<file path="config.mk">
export PLATFORM = sky130hd
export DESIGN_NAME = multicycle_ctrl
export DESIGN_NICKNAME = d
export VERILOG_FILES = /design/src/rtl/multicycle_pkg.sv /design/src/rtl/multicycle_ctrl_cond_unit.sv /design/src/rtl/multicycle_ctrl.sv
export SDC_FILE = /design/constraint.sdc
export NUM_CORES = 1
export LEC_CHECK = 0
export CORE_MARGIN = 1
export CORE_UTILIZATION = 36
export DETAILED_ROUTE_END_ITERATION = 8
export PLACE_DENSITY = 0.78
export SLEW_MARGIN = 15
export SYNTH_ARGS = -nofsm -noshare
export SYNTH_HDL_FRONTEND = slang
export SYNTH_HIERARCHICAL = 1
export SYNTH_SLANG_ARGS = --single-unit
</file>
<file path="constraint.sdc">
create_clock -name clk -period 2 [get_ports clk]
set_clock_uncertainty 0.15 [all_clocks]
set_input_delay 0.5 -clock clk [delete_from_list [all_inputs] [get_ports clk]]
set_output_delay 0.5 -clock clk [all_outputs]
set_load 0.02 [all_outputs]
</file>
<file path="src/rtl/multicycle_pkg.sv">
// ============================================================================
// Module : multicycle_pkg
// Brief  : Shared encodings for the multicycle ARM control unit.
// Rev    : 1.0  initial release
// ============================================================================
`default_nettype none

package multicycle_pkg;

    typedef enum logic [3:0] {
        S_FETCH    = 4'd0,
        S_DECODE   = 4'd1,
        S_MEMADR   = 4'd2,
        S_MEMRD    = 4'd3,
        S_MEMWB    = 4'd4,
        S_MEMWR    = 4'd5,
        S_EXECUTER = 4'd6,
        S_EXECUTEI = 4'd7,
        S_ALUWB    = 4'd8,
        S_BRANCH   = 4'd9,
        S_UNKNOWN  = 4'd10
    } state_e;

    localparam logic [1:0] ALU_ADD = 2'b00;
    localparam logic [1:0] ALU_SUB = 2'b01;
    localparam logic [1:0] ALU_AND = 2'b10;
    localparam logic [1:0] ALU_ORR = 2'b11;

    localparam logic [1:0] SRCA_A      = 2'b00;
    localparam logic [1:0] SRCA_PC     = 2'b01;
    localparam logic [1:0] SRCA_ALUOUT = 2'b10;

    localparam logic [1:0] SRCB_WD   = 2'b00;
    localparam logic [1:0] SRCB_IMM  = 2'b01;
    localparam logic [1:0] SRCB_FOUR = 2'b10;

    localparam logic [1:0] RES_ALUOUT    = 2'b00;
    localparam logic [1:0] RES_DATA      = 2'b01;
    localparam logic [1:0] RES_ALURESULT = 2'b10;

    localparam logic [1:0] OP_DP  = 2'b00;
    localparam logic [1:0] OP_MEM = 2'b01;
    localparam logic [1:0] OP_BR  = 2'b10;

    localparam logic [3:0] CMD_AND = 4'b0000;
    localparam logic [3:0] CMD_SUB = 4'b0010;
    localparam logic [3:0] CMD_ADD = 4'b0100;
    localparam logic [3:0] CMD_CMP = 4'b1010;
    localparam logic [3:0] CMD_ORR = 4'b1100;

    localparam logic [3:0] COND_EQ = 4'b0000;
    localparam logic [3:0] COND_NE = 4'b0001;
    localparam logic [3:0] COND_CS = 4'b0010;
    localparam logic [3:0] COND_CC = 4'b0011;
    localparam logic [3:0] COND_MI = 4'b0100;
    localparam logic [3:0] COND_PL = 4'b0101;
    localparam logic [3:0] COND_VS = 4'b0110;
    localparam logic [3:0] COND_VC = 4'b0111;
    localparam logic [3:0] COND_HI = 4'b1000;
    localparam logic [3:0] COND_LS = 4'b1001;
    localparam logic [3:0] COND_GE = 4'b1010;
    localparam logic [3:0] COND_LT = 4'b1011;
    localparam logic [3:0] COND_GT = 4'b1100;
    localparam logic [3:0] COND_LE = 4'b1101;
    localparam logic [3:0] COND_AL = 4'b1110;

endpackage

`default_nettype wire

</file>
<file path="src/rtl/multicycle_ctrl_cond_unit.sv">
// ============================================================================
// Module : cond_unit
// Brief  : ARM condition evaluation, NZCV flag register and registered CondEx.
// Rev    : 1.0  initial release
// ============================================================================
`default_nettype none

module cond_unit (
    input  logic       clk,
    input  logic       reset,
    input  logic [3:0] cond_i,
    input  logic [3:0] alu_flags_i,
    input  logic [1:0] flag_w_i,
    output logic       cond_ex_o,
    output logic       cond_ex_q_o
);
    import multicycle_pkg::*;

    logic [3:0] flags_q;
    logic       cond_ex_q;
    logic       n, z, c, v, ge;

    assign {n, z, c, v} = flags_q;
    assign ge           = (n == v);

    always_comb begin
        cond_ex_o = 1'b0;
        case (cond_i)
            COND_EQ: cond_ex_o = z;
            COND_NE: cond_ex_o = ~z;
            COND_CS: cond_ex_o = c;
            COND_CC: cond_ex_o = ~c;
            COND_MI: cond_ex_o = n;
            COND_PL: cond_ex_o = ~n;
            COND_VS: cond_ex_o = v;
            COND_VC: cond_ex_o = ~v;
            COND_HI: cond_ex_o = c & ~z;
            COND_LS: cond_ex_o = ~(c & ~z);
            COND_GE: cond_ex_o = ge;
            COND_LT: cond_ex_o = ~ge;
            COND_GT: cond_ex_o = ~z & ge;
            COND_LE: cond_ex_o = ~(~z & ge);
            COND_AL: cond_ex_o = 1'b1;
            default: cond_ex_o = 1'b0;
        endcase
    end

    // Flags are gated by the instruction's own condition, evaluated on the old flags.
    always_ff @(posedge clk) begin
        if (!reset) begin
            flags_q   <= 4'b0000;
            cond_ex_q <= 1'b0;
        end else begin
            cond_ex_q <= cond_ex_o;
            if (flag_w_i[1] & cond_ex_o)
                flags_q[3:2] <= alu_flags_i[3:2];
            if (flag_w_i[0] & cond_ex_o)
                flags_q[1:0] <= alu_flags_i[1:0];
        end
    end

    assign cond_ex_q_o = cond_ex_q;

endmodule

`default_nettype wire

</file>
<file path="src/rtl/multicycle_ctrl.sv">
// ============================================================================
// Module : multicycle_ctrl
// Brief  : Decoder, Moore sequencer and enable gating for the multicycle ARM datapath.
// Rev    : 1.0  initial release
// ============================================================================
`default_nettype none

module multicycle_ctrl (
    input  logic        clk,
    input  logic        reset,
    input  logic [31:0] Instr,
    input  logic [3:0]  ALUFlags,
    output logic        PCWrite,
    output logic        RegWrite,
    output logic        MemWrite,
    output logic        IRWrite,
    output logic        AdrSrc,
    output logic [1:0]  RegSrc,
    output logic [1:0]  ALUSrcA,
    output logic [1:0]  ALUSrcB,
    output logic [1:0]  ResultSrc,
    output logic [1:0]  ImmSrc,
    output logic [1:0]  ALUControl
);
    import multicycle_pkg::*;

    logic [1:0] op;
    logic [5:0] funct;
    logic [3:0] rd, cmd;
    logic       i_bit, s_bit, l_bit;
    logic       dp_legal, no_write, reg_w, pcs, is_exec;
    logic [1:0] dp_alu, flag_w;
    logic       cond_ex, cond_ex_q;
    logic       w_unused;

    state_e state_q, state_d, state_v;
    logic   pcw, rgw, mmw, irw;

    assign op       = Instr[27:26];
    assign funct    = Instr[25:20];
    assign rd       = Instr[15:12];
    assign cmd      = funct[4:1];
    assign i_bit    = funct[5];
    assign s_bit    = funct[0];
    assign l_bit    = funct[0];
    assign w_unused = &{1'b0, Instr[19:16], Instr[11:0]};

    always_comb begin
        dp_legal = 1'b1;
        no_write = 1'b0;
        dp_alu   = ALU_ADD;
        case (cmd)
            CMD_ADD: dp_alu = ALU_ADD;
            CMD_SUB: dp_alu = ALU_SUB;
            CMD_AND: dp_alu = ALU_AND;
            CMD_ORR: dp_alu = ALU_ORR;
            CMD_CMP: begin
                dp_alu   = ALU_SUB;
                no_write = 1'b1;
            end
            default: dp_legal = 1'b0;
        endcase
    end

    assign reg_w     = ((op == OP_DP) & dp_legal & ~no_write) | ((op == OP_MEM) & l_bit);
    assign flag_w[1] = (op == OP_DP) & s_bit;
    // Carry/overflow only mean something for the arithmetic commands.
    assign flag_w[0] = flag_w[1] & dp_legal & ~dp_alu[1];
    assign pcs       = ((rd == 4'd15) & reg_w) | (op == OP_BR);

    assign RegSrc = {(op == OP_MEM) & ~l_bit, (op == OP_BR)};
    assign ImmSrc = op;

    cond_unit u_cond (
        .clk         (clk),
        .reset       (reset),
        .cond_i      (Instr[31:28]),
        .alu_flags_i (ALUFlags),
        .flag_w_i    (flag_w & {2{is_exec}}),
        .cond_ex_o   (cond_ex),
        .cond_ex_q_o (cond_ex_q)
    );

    always_ff @(posedge clk) begin
        if (!reset)
            state_q <= S_FETCH;
        else
            state_q <= state_d;
    end

    // While reset is low the outputs show FETCH selects with every enable forced off.
    assign state_v = reset ? state_q : S_FETCH;

    always_comb begin
        state_d    = S_FETCH;
        pcw        = 1'b0;
        rgw        = 1'b0;
        mmw        = 1'b0;
        irw        = 1'b0;
        is_exec    = 1'b0;
        AdrSrc     = 1'b0;
        ALUSrcA    = SRCA_A;
        ALUSrcB    = SRCB_WD;
        ResultSrc  = RES_ALUOUT;
        ALUControl = ALU_ADD;
        case (state_v)
            S_FETCH: begin
                irw       = 1'b1;
                pcw       = 1'b1;
                ALUSrcA   = SRCA_PC;
                ALUSrcB   = SRCB_FOUR;
                ResultSrc = RES_ALURESULT;
                state_d   = S_DECODE;
            end
            S_DECODE: begin
                ALUSrcA   = SRCA_PC;
                ALUSrcB   = SRCB_FOUR;
                ResultSrc = RES_ALURESULT;
                case (op)
                    OP_MEM:  state_d = S_MEMADR;
                    OP_BR:   state_d = S_BRANCH;
                    OP_DP:   state_d = !dp_legal ? S_UNKNOWN :
                                       (i_bit ? S_EXECUTEI : S_EXECUTER);
                    default: state_d = S_UNKNOWN;
                endcase
            end
            S_MEMADR: begin
                ALUSrcB = SRCB_IMM;
                state_d = l_bit ? S_MEMRD : S_MEMWR;
            end
            S_MEMRD: begin
                AdrSrc  = 1'b1;
                state_d = S_MEMWB;
            end
            S_MEMWB: begin
                ResultSrc = RES_DATA;
                rgw       = reg_w & cond_ex_q;
            end
            S_MEMWR: begin
                AdrSrc = 1'b1;
                mmw    = cond_ex_q;
            end
            S_EXECUTER: begin
                is_exec    = 1'b1;
                ALUControl = dp_alu;
                state_d    = S_ALUWB;
            end
            S_EXECUTEI: begin
                is_exec    = 1'b1;
                ALUSrcB    = SRCB_IMM;
                ALUControl = dp_alu;
                state_d    = S_ALUWB;
            end
            S_ALUWB: begin
                rgw = reg_w & cond_ex_q;
                pcw = pcs & cond_ex_q;
            end
            S_BRANCH: begin
                ALUSrcB   = SRCB_IMM;
                ResultSrc = RES_ALURESULT;
                pcw       = cond_ex_q;
            end
            default: state_d = S_FETCH;
        endcase
    end

    assign PCWrite  = pcw & reset;
    assign RegWrite = rgw & reset;
    assign MemWrite = mmw & reset;
    assign IRWrite  = irw & reset;

endmodule

`default_nettype wire

</file>
# After elaboration in Yosys (flattened, before gate mapping)
# Index checks and enable logic that the tools add are counted.
# word_totals
elab_cells	98
output_inout_bits	17
input_bits	38
register_bits	9
# classes
n_eq_ne	31
n_mux	20
n_bitwise	31
reduce_logical	12
# ops
operator	n
4-bit == test, second input constant	12
4-bit by 3-bit == test with 1-bit output, second input constant	9
4-bit by 2-bit == test with 1-bit output, second input constant	5
4-bit one-hot mux with 5 select lines	1
1-bit AND	18
1-bit one-hot mux with 15 select lines	1
4-bit logical NOT	3
4-bit one-hot mux with 3 select lines	1
1-bit NOT	10
2-bit OR reduction	5
1-bit two-way mux	9
4-bit by 1-bit == test with 1-bit output, second input constant	2
4-bit two-way mux	2
2-bit one-hot mux with 2 select lines	2
2-bit one-hot mux with 3 select lines	1
3-bit OR reduction	2
5-bit OR reduction	1
3-bit two-way mux	1
1-bit one-hot mux with 3 select lines	1
2-bit AND	1
2-bit by 1-bit == test with 1-bit output, second input constant	1
2-bit == test, second input constant	1
2-bit logical NOT	1
2-bit two-way mux	1
other kinds (2)	3

# Longest topological paths before layout
# logic_depth
depth_word	11
depth_mapped	7
ltp_nobuf	6

# By module
# Netlist, hierarchy kept.
# modules_own_cells
module	n_inst	area_per_inst_um2	seq_area_each_um2	cells_per_inst
multicycle_ctrl	1	574.3	80.1	78
cond_unit	1	498.0	100.1	59

# Worst setup path before layout
# OpenSTA, ideal clock, no wires.
# synth_timing
kind	input port to output port
startpoint	input port reset
endpoint	output port ALUControl[1]
cell_stages	4
arrival_ns	1.645
path_slack_ns	-0.295
t_required_ns	1.350
path_cell_list	clkbuf_2 -> and2b_1 -> nand3_1 -> nor4_1
# synth_via
elab_chain_cells	4
# synth_rtl
item	line_no	source
start: declaration	multicycle_ctrl.sv:10	input logic reset,
4-bit two-way mux (*)	multicycle_ctrl.sv:92	assign state_v = reset ? state_q : S_FETCH;
4-bit by 3-bit == test with 1-bit output	multicycle_ctrl.sv:106	case (state_v)
2-bit OR reduction (no source line) (*)	-	
2-bit two-way mux (*)	multicycle_ctrl.sv:106	
end: declaration	multicycle_ctrl.sv:23	output logic [1:0] ALUControl
# Mark *: on every way between the ends. The rest lies on a longest branch, timed or not.

# Worst setup path in the final report
# layout_timing
startpoint	input port Instr[22]
endpoint	output port PCWrite
# layout_via
elab_chain_cells	11
# layout_rtl
item	line_no	source
start: declaration	multicycle_ctrl.sv:11	input logic [31:0] Instr,
4-bit == test, or another cell as far along	multicycle_ctrl.sv:52	case (cmd)
5-bit OR reduction (no source line)	-	
1-bit two-way mux	multicycle_ctrl.sv:52	
1-bit AND	multicycle_ctrl.sv:65	assign reg_w = ((op == OP_DP) & dp_legal & ~no_write) | ((op == OP_MEM) & l_bit);
1-bit AND (*)	multicycle_ctrl.sv:65	
1-bit bitwise OR (*)	multicycle_ctrl.sv:65	
1-bit AND (*)	multicycle_ctrl.sv:69	assign pcs = ((rd == 4'd15) & reg_w) | (op == OP_BR);
1-bit bitwise OR (*)	multicycle_ctrl.sv:69	
1-bit AND (*)	multicycle_ctrl.sv:156	pcw = pcs & cond_ex_q;
1-bit one-hot mux with 3 select lines (*)	multicycle_ctrl.sv:106	
1-bit AND (*)	multicycle_ctrl.sv:167	assign PCWrite = pcw & reset;
end: declaration	multicycle_ctrl.sv:13	output logic PCWrite,
# Marked as above.

==> impl_metrics.tcl <==
set metrics [dict create \
    status "complete, but fails checks" \
    failed_checks "negative setup slack" \
    fin_area_mm2 0.00193 \
    cpPeakStageDelay_ns 0.38 \
    syn-mean-instance-area_um2 7.83 \
    finalHoldWorstSlack_ns 0.434 \
    reg2reg_from "u_cond/flags_q[1]$_SDFFE_PN0P_" \
    drt_drc_violations_left 0 \
    vdd_ir_drop_max_mv 0.487 \
    wirelength_um 3940 \
    cts_num_sinks 9 \
    grt_usage_pct 24.8 \
    synth_edf_count 0 \
    finalPower_mw 0.711 \
    cellLeakagePower_nw 0.865 \
    fin_nets 248 \
    n_antenna_cell 0 \
    syn-instance-count 137 \
    io_buffer_count 37 \
    min_from "u_cond/flags_q[3]$_SDFFE_PN0P_" \
    initial_core_util_pct 38.6 \
    critical_path.cell_chain "buf_8 > a2111oi_4 > a32oi_2 > o211ai_1 > buf_4" \
    min_to "u_cond/flags_q[3]$_SDFFE_PN0P_" \
    num_vias 1411 \
    synth.net_count 175 \
    core_mm2 0.00278 \
    cp_max_fo 2 \
    hp-class "flop to flop" \
    antenna_found_initial 0 \
    drt.antenna.violating_nets 0 \
    die_h_um 56.6 \
    placedCellCount 227 \
    clock_latency_ns 0.27 \
    dp_slack_ns -0.981 \
    cts_hold_buffers 0 \
    worstPathRequired_ns 1.35 \
    crit_path_start_kind "input pin" \
    final_layout_size_suffix_gt1_share_pct 52.2 \
    r2r_slack_ns 0.03 \
    grt_max_degree 21 \
    h-tree-depth 1 \
    post-route-min-period_ns 2.12 \
    syn2layout_area_growth_pct 79.9 \
    yosys.cell_types.count 50 \
    yosys_warnings 6 \
    cts-root-buf "clkbuf_4" \
    clock_path_buffers 2 \
    hold_path_depth 2 \
    cp_slowest_cell "a2111oi_4" \
    cap_violations 0 \
    setup_slack_ns -0.121 \
    gr-total-overflow 0 \
    rows 19 \
    fin_crit_sh_pct 106 \
    worstSetupPathType "input pin to primary output" \
    hold_viol 0 \
    cp.arrival_ns 1.47 \
    synth_ff_type "dfxtp_1" \
    r2r-end "u_cond/flags_q[3]$_SDFFE_PN0P_" \
    regArea_um2 196 \
    hpwl_um 2880 \
    netlist_area_mm2 0.00107 \
    final_common_cell "buf_4" \
    synth_seq_area_share_pct 16.8 \
    detail_route.vias_per_cell 5.88 \
    n_fill_cell 207 \
    finalMaxSlewViolations 0 \
    die_w_um 56.6 \
    max_freq_mhz 471 \
    stdcell_count 240 \
    drt-wirelength-per-cell_um 16.4 \
    grt_pass1_wl_um 6330 \
    ios 55 \
    rsz0062_at_grt "true" \
    layout_common_cells "buf_4 (43), buf_2 (11), nand2_1 (10), inv_1 (9), and3_1 (8)" \
    multi_input_area_mm2 0.00101 \
    async_reset_ff_share_pct 0 \
    cts.clk_slew.worst_paths_ns 0.08 \
    ff2ff_path_depth 5 \
    dieArea_mm2 0.00320 \
    power_density_mw_per_mm2 369 \
    critPathCaptureType "primary output" \
    finalSetupViolCount 6 \
    ys_ff_latch 9 \
    dpl_cell_area_mm2 0.00169 \
    drt_iter0_markers 53 \
    cts_tree "done" \
    dr.pass1.iters 4 \
    grt_pass1_vias 1422 \
    cts_buffers 3 \
    gp_congestion 0.807 \
]
==> how the worst max path moves through the flow <==
stage / start / slack (ns) / endpoint
floorplan: Instr[31] / -0.09 / u_cond/cond_ex_q_o$_SDFF_PN0_
detailed placement: Instr[23] / -0.98 / PCWrite
global placement: Instr[23] / -0.95 / PCWrite
finish: Instr[22] / -0.12 / PCWrite
CTS: Instr[22] / -0.13 / PCWrite
global route: u_cond/cond_ex_q_o$_SDFF_PN0_ / -0.19 / PCWrite
==> timing repair <==
item | 4_1_cts | 5_1_grt
setup endpoints to repair | 21 | 15
gates resized for setup | 139 | 29
gates cloned | 1 | 0
setup buffers | 5 | 4
hold endpoints to repair | 0 | 0
pin swaps | 13 | 11
==> critical path, delay by kind of cell <==
kind | cells | cell delay [ns]
AOI/OAI and AO/OA | 3 | 0.70
buffers and inverters | 2 | 0.27
==> cells by family after synthesis <==
family / Yosys count / synth area share [%]
and+or+nand+nor: 61 / 37.5
DFF: 9 / 16.8
other: 1 / 0.350
xor gates and xnor gates: 6 / 4.90
buffers and inverters: 20 / 9.22
AOI/OAI and AO/OA: 40 / 31.3
==> through the flow <==
stage	utilization, %	TNS, ns
after floorplan	-	-0.418
after global placement	60.8	-13.98
after detailed placement	60.8	-15.15
after CTS	66.1	-0.296
after global routing	69.4	-0.862
final	69.4	-0.259
==> per-layer routing <==
metal,global-route usage (%),vias up,routed length (µm),share of wire [%]
met5,0,-,0,0
met4,10.1,0,89,2.3
met3,4.61,11,172,4.4
met2,47.1,44,2160,55
met1,26.4,686,1510,38
li1,-,670,-,-
==> sequential cells by signal, summed over array words and instances (netlist names) <==
name                cells
state_q                 4
u_cond/flags_q          4
u_cond/cond_ex_q_o      1
==> cell type report <==
type,count,share of cell area (%)
timing repair buffer,77,32.0
multi-input combinational,109,52.4
clock buffer,3,1.17
sequential,9,10.2
inverter,10,1.95
clock inverter,1,0.259
tap,31,2.01
==> synth_stat cells (all sizes together), types with 4 or more instances <==
cell / instances / area (µm²)
o21ai: 8 / 40.0
inv: 10 / 37.5
nor2b: 6 / 37.5
a32oi: 6 / 52.6
buf: 7 / 48.8
xor2: 5 / 43.8
nand2: 10 / 37.5
dfxtp: 9 / 180
nor3: 4 / 20.0
nor2: 5 / 18.8
and3: 8 / 50.1
a21oi: 6 / 30.0
o311ai: 5 / 58.8
nand3: 4 / 20.0
==> report_power, final <==
part | switching, mW | internal [mW] | leakage, nW | total, mW
logic | 0.181 | 0.177 | 0.770 | 0.358
registers | 0.0150 | 0.187 | 0.0773 | 0.202
clock network | 0.0766 | 0.0740 | 0.0177 | 0.151
total | 0.273 | 0.438 | 0.865 | 0.711
Note: power is estimated with default switching activity, not from simulation.
